$ cat config.mk
export PLATFORM = sky130hd
export DESIGN_NAME = divider_flat
export DESIGN_NICKNAME = d
export VERILOG_FILES = /design/src/rtl/divider_pkg.sv /design/src/rtl/divider_if.sv /design/src/rtl/div_step.sv /design/src/rtl/divider.sv /design/src/flat_wrapper.sv
export SDC_FILE = /design/constraint.sdc
export NUM_CORES = 1
export LEC_CHECK = 0
export CAP_MARGIN = 0
export CORE_AREA = 4 4 175 177
export CTS_BUF_LIST = sky130_fd_sc_hd__clkbuf_4 sky130_fd_sc_hd__clkbuf_8
export DETAILED_ROUTE_END_ITERATION = 8
export DIE_AREA = 0 0 179 181
export DONT_BUFFER_PORTS = 1
export SLEW_MARGIN = 20
export SYNTH_ARGS = -nofsm -noshare
export SYNTH_HDL_FRONTEND = slang
export SYNTH_SLANG_ARGS = --single-unit
$ cat constraint.sdc
create_clock -name clk -period 6.7 [get_ports clk]
set_input_delay 0 -clock clk [delete_from_list [all_inputs] [get_ports clk]]
set_output_delay 0 -clock clk [all_outputs]
set_load 0.1 [all_outputs]
$ cat src/rtl/divider_pkg.sv
// rtl/divider_pkg.sv - shared divider types and constants; DIVIDER_RADIX4_EN selects two steps per cycle
package divider_pkg;

    typedef logic [31:0] i32;
    typedef logic [63:0] i64;

    localparam int DIV_W = 32;

`ifdef DIVIDER_RADIX4_EN
    localparam int STEPS_PER_CYC = 2;
`else
    localparam int STEPS_PER_CYC = 1;
`endif

    localparam int DIV_CNT_W = 5;

    // Counter value of the final BUSY cycle.
    localparam logic [DIV_CNT_W-1:0] DIV_LAST_CNT = DIV_CNT_W'(DIV_W / STEPS_PER_CYC - 1);

    typedef enum logic [1:0] {
        IDLE,
        BUSY,
        FINISH
    } div_state_t;

endpackage

$ cat src/rtl/divider_if.sv
// rtl/divider_if.sv - valid/done handshake bundle between requester and divider
interface divider_if;
    import divider_pkg::*;

    logic valid;
    logic is_signed;
    i32   a;
    i32   b;
    logic done;
    i64   c;

    modport master (
        output valid, is_signed, a, b,
        input  done, c
    );

    modport slave (
        input  valid, is_signed, a, b,
        output done, c
    );

endinterface

$ cat src/rtl/div_step.sv
// rtl/div_step.sv - one combinational restoring shift-subtract step
module div_step
    import divider_pkg::*;
(
    input  logic [DIV_W:0]   rem,
    input  logic [DIV_W-1:0] quot,
    input  logic [DIV_W-1:0] divisor,
    output logic [DIV_W:0]   rem_nxt,
    output logic [DIV_W-1:0] quot_nxt
);

    logic [DIV_W:0]   rem_sh;
    logic [DIV_W+1:0] trial;
    logic             unused_rem_msb;

    // rem stays below divisor, so its top bit is always clear going in.
    assign unused_rem_msb = rem[DIV_W];

    always_comb begin
        rem_sh = {rem[DIV_W-1:0], quot[DIV_W-1]};
        trial  = {1'b0, rem_sh} - {2'b00, divisor};
        if (trial[DIV_W+1]) begin
            rem_nxt  = rem_sh;
            quot_nxt = {quot[DIV_W-2:0], 1'b0};
        end else begin
            rem_nxt  = trial[DIV_W:0];
            quot_nxt = {quot[DIV_W-2:0], 1'b1};
        end
    end

endmodule

$ cat src/rtl/divider.sv
// rtl/divider.sv - iterative restoring DIV/DIVU unit; result {remainder, quotient}
module divider
    import divider_pkg::*;
(
    input  logic     clk,
    input  logic     resetn,
    divider_if.slave bus
);

    div_state_t             state;
    div_state_t             state_nxt;
    logic [DIV_CNT_W-1:0]   cnt;
    logic [DIV_W:0]         rem;
    logic [DIV_W-1:0]       quot;
    logic [DIV_W-1:0]       divisor;
    logic                   q_neg;
    logic                   r_neg;
    logic                   b_zero;
    i64                     c_q;

    logic [STEPS_PER_CYC:0][DIV_W:0]   rem_s;
    logic [STEPS_PER_CYC:0][DIV_W-1:0] quot_s;
    logic [DIV_W-1:0]                  q_fin;
    logic [DIV_W-1:0]                  r_fin;

    assign rem_s[0]  = rem;
    assign quot_s[0] = quot;

    for (genvar i = 0; i < STEPS_PER_CYC; i++) begin : g_step
        div_step u_step (
            .rem      (rem_s[i]),
            .quot     (quot_s[i]),
            .divisor  (divisor),
            .rem_nxt  (rem_s[i+1]),
            .quot_nxt (quot_s[i+1])
        );
    end

    assign q_fin = quot_s[STEPS_PER_CYC];
    assign r_fin = rem_s[STEPS_PER_CYC][DIV_W-1:0];

    always_comb begin
        state_nxt = state;
        case (state)
            IDLE:    state_nxt = bus.valid ? BUSY : IDLE;
            BUSY:    state_nxt = (cnt == DIV_LAST_CNT) ? FINISH : BUSY;
            FINISH:  state_nxt = IDLE;
            default: state_nxt = IDLE;
        endcase
    end

    assign bus.done = (state_nxt == IDLE);
    assign bus.c    = c_q;

    always_ff @(posedge clk) begin
        if (!resetn) begin
            state   <= IDLE;
            cnt     <= '0;
            rem     <= '0;
            quot    <= '0;
            divisor <= '0;
            q_neg   <= 1'b0;
            r_neg   <= 1'b0;
            b_zero  <= 1'b0;
            c_q     <= '0;
        end else begin
            state <= state_nxt;
            case (state)
                IDLE: begin
                    if (bus.valid) begin
                        // Magnitude of 0x80000000 is itself when read as unsigned.
                        quot    <= (bus.is_signed && bus.a[DIV_W-1]) ? -bus.a : bus.a;
                        divisor <= (bus.is_signed && bus.b[DIV_W-1]) ? -bus.b : bus.b;
                        q_neg   <= bus.is_signed & (bus.a[DIV_W-1] ^ bus.b[DIV_W-1]);
                        r_neg   <= bus.is_signed & bus.a[DIV_W-1];
                        b_zero  <= (bus.b == '0);
                        rem     <= '0;
                        cnt     <= '0;
                    end
                end
                BUSY: begin
                    rem  <= rem_s[STEPS_PER_CYC];
                    quot <= quot_s[STEPS_PER_CYC];
                    cnt  <= cnt + DIV_CNT_W'(1);
                    if (cnt == DIV_LAST_CNT) begin
                        // Divide by zero: the datapath already yields |a| as remainder,
                        // sign correction restores a; only the quotient is forced.
                        c_q[DIV_W-1:0]       <= b_zero ? '1 : (q_neg ? -q_fin : q_fin);
                        c_q[2*DIV_W-1:DIV_W] <= r_neg ? -r_fin : r_fin;
                    end
                end
                default: ;
            endcase
        end
    end

endmodule

$ cat src/flat_wrapper.sv
// flat-port wrapper written by rule: the top's interface ports become plain ports
module divider_flat import divider_pkg::*;
  (clk, resetn, bus_valid, bus_is_signed, bus_a, bus_b, bus_done, bus_c);
  divider_if bus_i ();
  input  logic clk;
  input  logic resetn;
  input wire logic [$bits(bus_i.valid)-1:0] bus_valid;
  input wire logic [$bits(bus_i.is_signed)-1:0] bus_is_signed;
  input wire logic [$bits(bus_i.a)-1:0] bus_a;
  input wire logic [$bits(bus_i.b)-1:0] bus_b;
  output wire logic [$bits(bus_i.done)-1:0] bus_done;
  output wire logic [$bits(bus_i.c)-1:0] bus_c;
  assign bus_i.valid = bus_valid;
  assign bus_i.is_signed = bus_is_signed;
  assign bus_i.a = bus_a;
  assign bus_i.b = bus_b;
  assign bus_done = bus_i.done;
  assign bus_c = bus_i.c;
  divider u_core (.clk(clk), .resetn(resetn), .bus(bus_i));
endmodule
==> results of run 1 <==
repair_timing:
action / CTS / global route
endpoints found under the setup margin: 0 / 0
endpoints found under the hold margin: 112 / 0
hold buffers: 96 / 0
resized for setup: 0 / 0
worst max-delay path, delay by kind of cell, from the launching register on:
family	cells	cell delay, ps
xor+xnor	1	260
fa+ha+maj	1	500
flops	1	340
compound gates	4	1000
simple gates	4	1320
buf+inv	3	1150
mux	1	610
how the worst min path moves through the flow:
stage          startpoint  depth (start not counted)            endpoint  slack [ps]
2_1_floorplan    bus_b[0]                          2   u_core.divisor[0]         140
3_3_place_gp       resetn                          1    u_core.bus.c[57]         130
3_5_place_dp       resetn                          1    u_core.bus.c[57]         130
4_1_cts         bus_b[22]                          3  u_core.divisor[23]           4
5_1_grt         bus_b[19]                          4  u_core.divisor[20]          50
6_report        bus_b[22]                          3  u_core.divisor[23]          30
cell type report:
type / count / area [um^2]
clock buffer: 17 / 234.0
fill: 2957 / 16210
clock inverter: 15 / 191.4
multi-input combinational: 1199 / 7466
tap: 390 / 488.0
sequential: 170 / 3405
inverter: 55 / 207.7
timing repair buffer: 106 / 1046
stage by stage:
step / util [%] / setup slack, ps
after detailed placement: 39.80 / 1663
after global placement: 39.80 / 1762
final: 44.58 / 1437
after floorplan: - / 1841
after global routing: 44.58 / 1085
after CTS: 44.58 / 1476
cells by family (layout without fill, tap and decap cells):
logic type	count (synthesis)	count (layout)	synth area share, %
compound gates	465	465	27.08
xor+xnor	120	120	9.172
fa+ha+maj	39	39	4.324
buf+inv	155	193	5.350
flops	170	170	29.70
mux	18	18	1.594
simple gates	557	557	22.78
registers in the layout, indices dropped and copies added, names as in the netlist:
| signal | count |
|---|---|
| u_core.bus.c | 64 |
| u_core.divisor | 32 |
| u_core.quot | 32 |
| u_core.rem | 32 |
| u_core.cnt | 5 |
| u_core.state | 2 |
| u_core.b_zero | 1 |
| u_core.q_neg | 1 |
| u_core.r_neg | 1 |
placed cells by master (no fill, tap or decap), types with 5 or more instances in the layout:
cell type | synthesis | final
a211oi_1 | 36 | 36
a21o_1 | 12 | 12
a21oi_1 | 133 | 133
a222oi_1 | 31 | 31
a22oi_1 | 19 | 19
a311oi_1 | 8 | 8
a31o_2 | 5 | 5
a31oi_1 | 15 | 15
and2_1 | 15 | 13
and3_1 | 7 | 7
and4_1 | 7 | 7
buf_4 | 2 | 10
clkbuf_8 | 0 | 17
dfxtp_1 | 170 | 169
dlygate4sd3_1 | 0 | 95
ha_1 | 38 | 38
inv_1 | 53 | 53
inv_6 | 0 | 5
mux2i_1 | 16 | 16
nand2_1 | 148 | 148
nand2b_1 | 9 | 9
nand3_1 | 31 | 31
nand4_1 | 15 | 15
nor2_1 | 208 | 207
nor3_1 | 35 | 35
nor4_1 | 24 | 24
o21a_1 | 11 | 11
o21ai_0 | 103 | 103
o22ai_1 | 6 | 6
o31ai_1 | 28 | 28
o41ai_1 | 11 | 11
or3_1 | 21 | 21
or4_1 | 10 | 10
xnor2_1 | 50 | 50
xor2_1 | 70 | 70
routing by layer:
metal	global-route usage, %	wire length (um)	part of all wire, %	vias to the layer above
li1	-	-	-	5591
met1	32.99	17710	46	5404
met2	36.87	17460	45	380
met3	4.478	2575	6.7	53
met4	5.373	652	1.7	0
met5	0	0	0	-
==> metrics, run 1 <==
Critical Path End Type=register; Die Y=181 um; Final Hold Fails=0; vias in the first global route=10854; Layout Nets=1656; initial antenna violation count=0; syn nets=1631; postcts setup bufs=0; Die W=179 um; Yosys warnings=0; layout cells sized above 1=4.802%; drt total wl=38.40 mm; Non-Filler Instances=1952; ant diodes=0; clock skew=29.11 ps; CP startpoint kind=register; IO Count=133; EDFF count, synth=0; DR vias=11428; Setup Viol. Count Final=0; crit share post-route=78.55%; R2R setup slack=1440 ps; Gate Count Post-Synth=1524; cell with the most instances after synthesis=nor2_1; Mean Syn Cell Area=7.519 um^2; synth cell count leaders=nor2_1, dfxtp_1, nand2_1; fin area=13040 um^2; first drt pass iteration count=9; Clock Tree Root=clkbuf_8; Worst-path clk slew=110 ps; Fin Hold WS=25.32 ps; RSZ-0062 raised after global routing=no; RePlAce Congestion=0.9167; gr ovfl total=0; Worst Hold Class=in -> reg; Setup TNS=0 ps; cells along the critical path=inv_1 > ha_1 > nand4_1 > nor3_1 > o31ai_4 > o21ai_4 > buf_4 > mux2i_1 > nand4_2 > o41ai_2 > xor2_1 > o21ai_1 > and2_1 > dlygate4sd3_1; RR Endpoint=u_core.bus.c[57]; top cell type's share of synthesized area=29.70%; initial DRC count=1121; site row count=63; largest net degree at the start of global routing=91; CP Max Fanout=46; Reg-to-Reg Start=u_core.divisor[12]; number of buffers created by CTS=17; Main synth FF type=dfxtp_1; H-tree depth=4; DR vias/cell=5.855; Sink Count=170; Die Area=32400 um^2; CTS tree=built; Routed wire per std cell=19.67 um; synth top area cells=dfxtp_1, nor2_1, a21oi_1, xor2_1, nand2_1; register area share after synthesis=29.70%; Core Region=29240 um^2; CP max stage delay=610 ps; Worst Path Required=7070 ps; max cap viols=0; worst skew pair latency=490 ps; minimum clock period=5263 ps; starting density of the core=39.18%; reg2reg path depth=14; Remaining DRCs=0; Worst setup startpoint=u_core.divisor[12]; Achievable Freq=0.1900 GHz; dominant cell type by area after synthesis=dfxtp_1; GRT Util Overall=23.36%; first-pass GRT wire length=61.33 mm; post-route ant nets=0; Least-Margin Pin Slew=1084 ps; area of placed instances=11640 um^2; crit path to=u_core.bus.c[57]; data arrival time of the worst path=5640 ps; Synth async-reset ratio=0%; Slowest-stage cell, CP=mux2i_1; Distinct cells, synth=79; CTS Buffer Depth=2; IO Port Bufs=0; post-synthesis cell area=11460 um^2; Layout area overhead=13.78%; Post-DP HPWL=27.81 mm; Crit Path Class=reg -> reg; Slew HR=27.63%; Inst Count DP=1824; run status=completed; Slew Limit Fails=0; #FFs+latches synth=170
Power of run 1 is left out: the tool's default activity adds up to more than one toggle a clock period on the data nets, which glitch-free logic cannot reach.
==> inputs of run 2 (changes only) <==
==> constraint.sdc (replaced) <==
create_clock -name clk -period 5.2 [get_ports clk]
set_input_delay 0 -clock clk [delete_from_list [all_inputs] [get_ports clk]]
set_output_delay 0 -clock clk [all_outputs]
set_load 0.1 [all_outputs]
==> run 2 against run 1 <==
Net effect: cell area increased by 1.3%; cell count is 1.1% higher; non-clock buffer count increased by 22; global-route usage rose by 0.45 points; sequential share of layout area shrank 0.33 points; die area unchanged; first-iteration DRC count grew 8.7%; fmax increased by 9.3%; register-to-register slack lost 1100 ps.
==> metrics, run 2 (same netlist as run 1, synthesis figures left out) <==
run status=completed; Post-DP HPWL=28.46 mm (+2.4%); Remaining DRCs=0 (unchanged); Worst Path Required=5630 ps (-1440 ps); Reg-to-Reg Start=u_core.divisor[12]; Fin Hold WS=11.35 ps (-13.97 ps); DR vias/cell=5.898 (+0.75%); post-route ant nets=0 (unchanged); Achievable Freq=0.2077 GHz (+9.3%); initial antenna violation count=0 (unchanged); Worst Hold Endpoint=u_core.b_zero; layout cells sized above 1=6.313% (+1.5 points); Worst setup startpoint=u_core.divisor[12]; CTS Buffer Depth=2 (unchanged); crit share post-route=92.58% (+14 points); CP max stage delay=530 ps (-80 ps); RSZ-0062 raised after global routing=no; IO Count=133 (unchanged); vias in the first global route=11089 (+2.2%); RR Endpoint=u_core.bus.c[52]; R2R setup slack=390 ps (-1050 ps); Critical Path End Type=register; GRT Util Overall=23.81% (+0.45 points); cells along the critical path=inv_1 > ha_1 > nand4_1 > a2111oi_4 > o31ai_4 > o21ai_4 > mux2i_1 > ha_1 > nand2_1 > nor3_1 > or4b_1 > nor4_1 > a21boi_1 > nor4_1 > nor3_1 > o31ai_1; CTS tree=built; Die W=179 um (unchanged); data arrival time of the worst path=5240 ps (-400 ps); starting density of the core=39.18% (unchanged); first-pass GRT wire length=61.84 mm (+0.83%); drt total wl=39.11 mm (+1.9%); gr ovfl total=0 (unchanged); Worst path depth=16 (+2); CP top delay family=simple AND/OR/NAND/NOR gates; Layout area overhead=15.24%; CP Max Fanout=11 (-76%); hold_sp=bus_b[24]; minimum clock period=4814 ps (-448.8 ps); Least-Margin Pin Slew=1195 ps (+110.8 ps); Setup Viol. Count Final=0 (unchanged); Core Region=29240 um^2 (unchanged); commonest non-fill, non-tap cell in the layout=nor2_1; largest net degree at the start of global routing=88 (-3.3%); Worst-path clk slew=130 ps (+20 ps); max reg flops=64 (unchanged); first drt pass iteration count=6 (-3); number of buffers created by CTS=17 (unchanged); Setup TNS=0 ps (unchanged); Die Y=181 um (unchanged); Die Area=32400 um^2 (unchanged); worst skew pair latency=500 ps (about the same); Routed wire per std cell=19.81 um (+0.73%); Slew Limit Fails=0 (unchanged); most frequent cells in the layout=nor2_1, dfxtp_1, nand2_1; Crit Path Class=reg -> reg; Layout Nets=1678 (+1.3%); reg2reg path depth=16 (+2); IO Port Bufs=0 (unchanged); Final Hold Fails=0 (unchanged); H-tree depth=4 (unchanged); Slowest-stage cell, CP=a2111oi_4; initial DRC count=1219 (+8.7%); Sink Count=170 (unchanged); CP bufs+invs=1 (-2); Worst Hold Class=in -> reg; clock skew=29.67 ps (+0.5659 ps); ant diodes=0 (unchanged); RePlAce Congestion=0.9548 (+4.2%); WHS Path Cells=4 (+1); site row count=63 (unchanged); Slew HR=19.33% (-8.3 points); CP startpoint kind=register; Clock Tree Root=clkbuf_8; max cap viols=0 (unchanged); postcts setup bufs=0 (unchanged); DR vias=11643 (+1.9%)
run 2: metal layers:
metal	up-vias	GRT usage, %	wire length (um)
met3	72	5.294	2810
met5	-	0	0
met1	5541	32.54	17250
met4	0	7.031	1056
li1	5647	-	-
met2	383	37.55	18000
run 2: worst reg2reg max path: cells and delay by family (launching register included):
| kind | cells | cell delay [ps] |
|---|---|---|
| flops | 1 | 350 |
| compound gates | 5 | 1450 |
| buf+inv | 1 | 50 |
| fa+ha+maj | 2 | 760 |
| mux | 1 | 330 |
| simple gates | 7 | 1830 |
run 2: metrics by stage:
step | instance area (um^2) | cells | util, % | setup WS [ps]
2_1_floorplan | 11460 | 1524 | - | 340.5
3_3_place_gp | 11810 | 1846 | 40.37 | 499.2
3_5_place_dp | 11810 | 1846 | 40.37 | 434.4
4_1_cts | 13190 | 1974 | 45.09 | 385.0
5_1_grt | 13210 | 1974 | 45.15 | 0.2425
6_report | 13210 | 1974 | 45.15 | 385.7
run 2: how the worst max path moves through the flow:
stage                                  end
after detailed placement  u_core.bus.c[61]
after global routing      u_core.bus.c[52]
after CTS                 u_core.bus.c[60]
after floorplan           u_core.bus.c[46]
after global placement    u_core.bus.c[61]
final                     u_core.bus.c[52]
run 2: layout make-up:
cell class | count | area, um^2
fillers | 2959 | 16040
multi-input cells | 1199 | 7482
flip-flops and latches | 170 | 3405
repair buffers | 128 | 1211
well taps | 390 | 488.0
clock buffers | 17 | 234.0
inverters | 55 | 207.7
clock inverters | 15 | 177.7
run 2: repair_timing:
action | in CTS | in global routing
hold buffers | 96 | 0
resized for setup | 0 | 3
setup endpoints to repair | 0 | 5
endpoints found under the hold margin | 118 | 0
Power of run 2 is left out for the same reason.
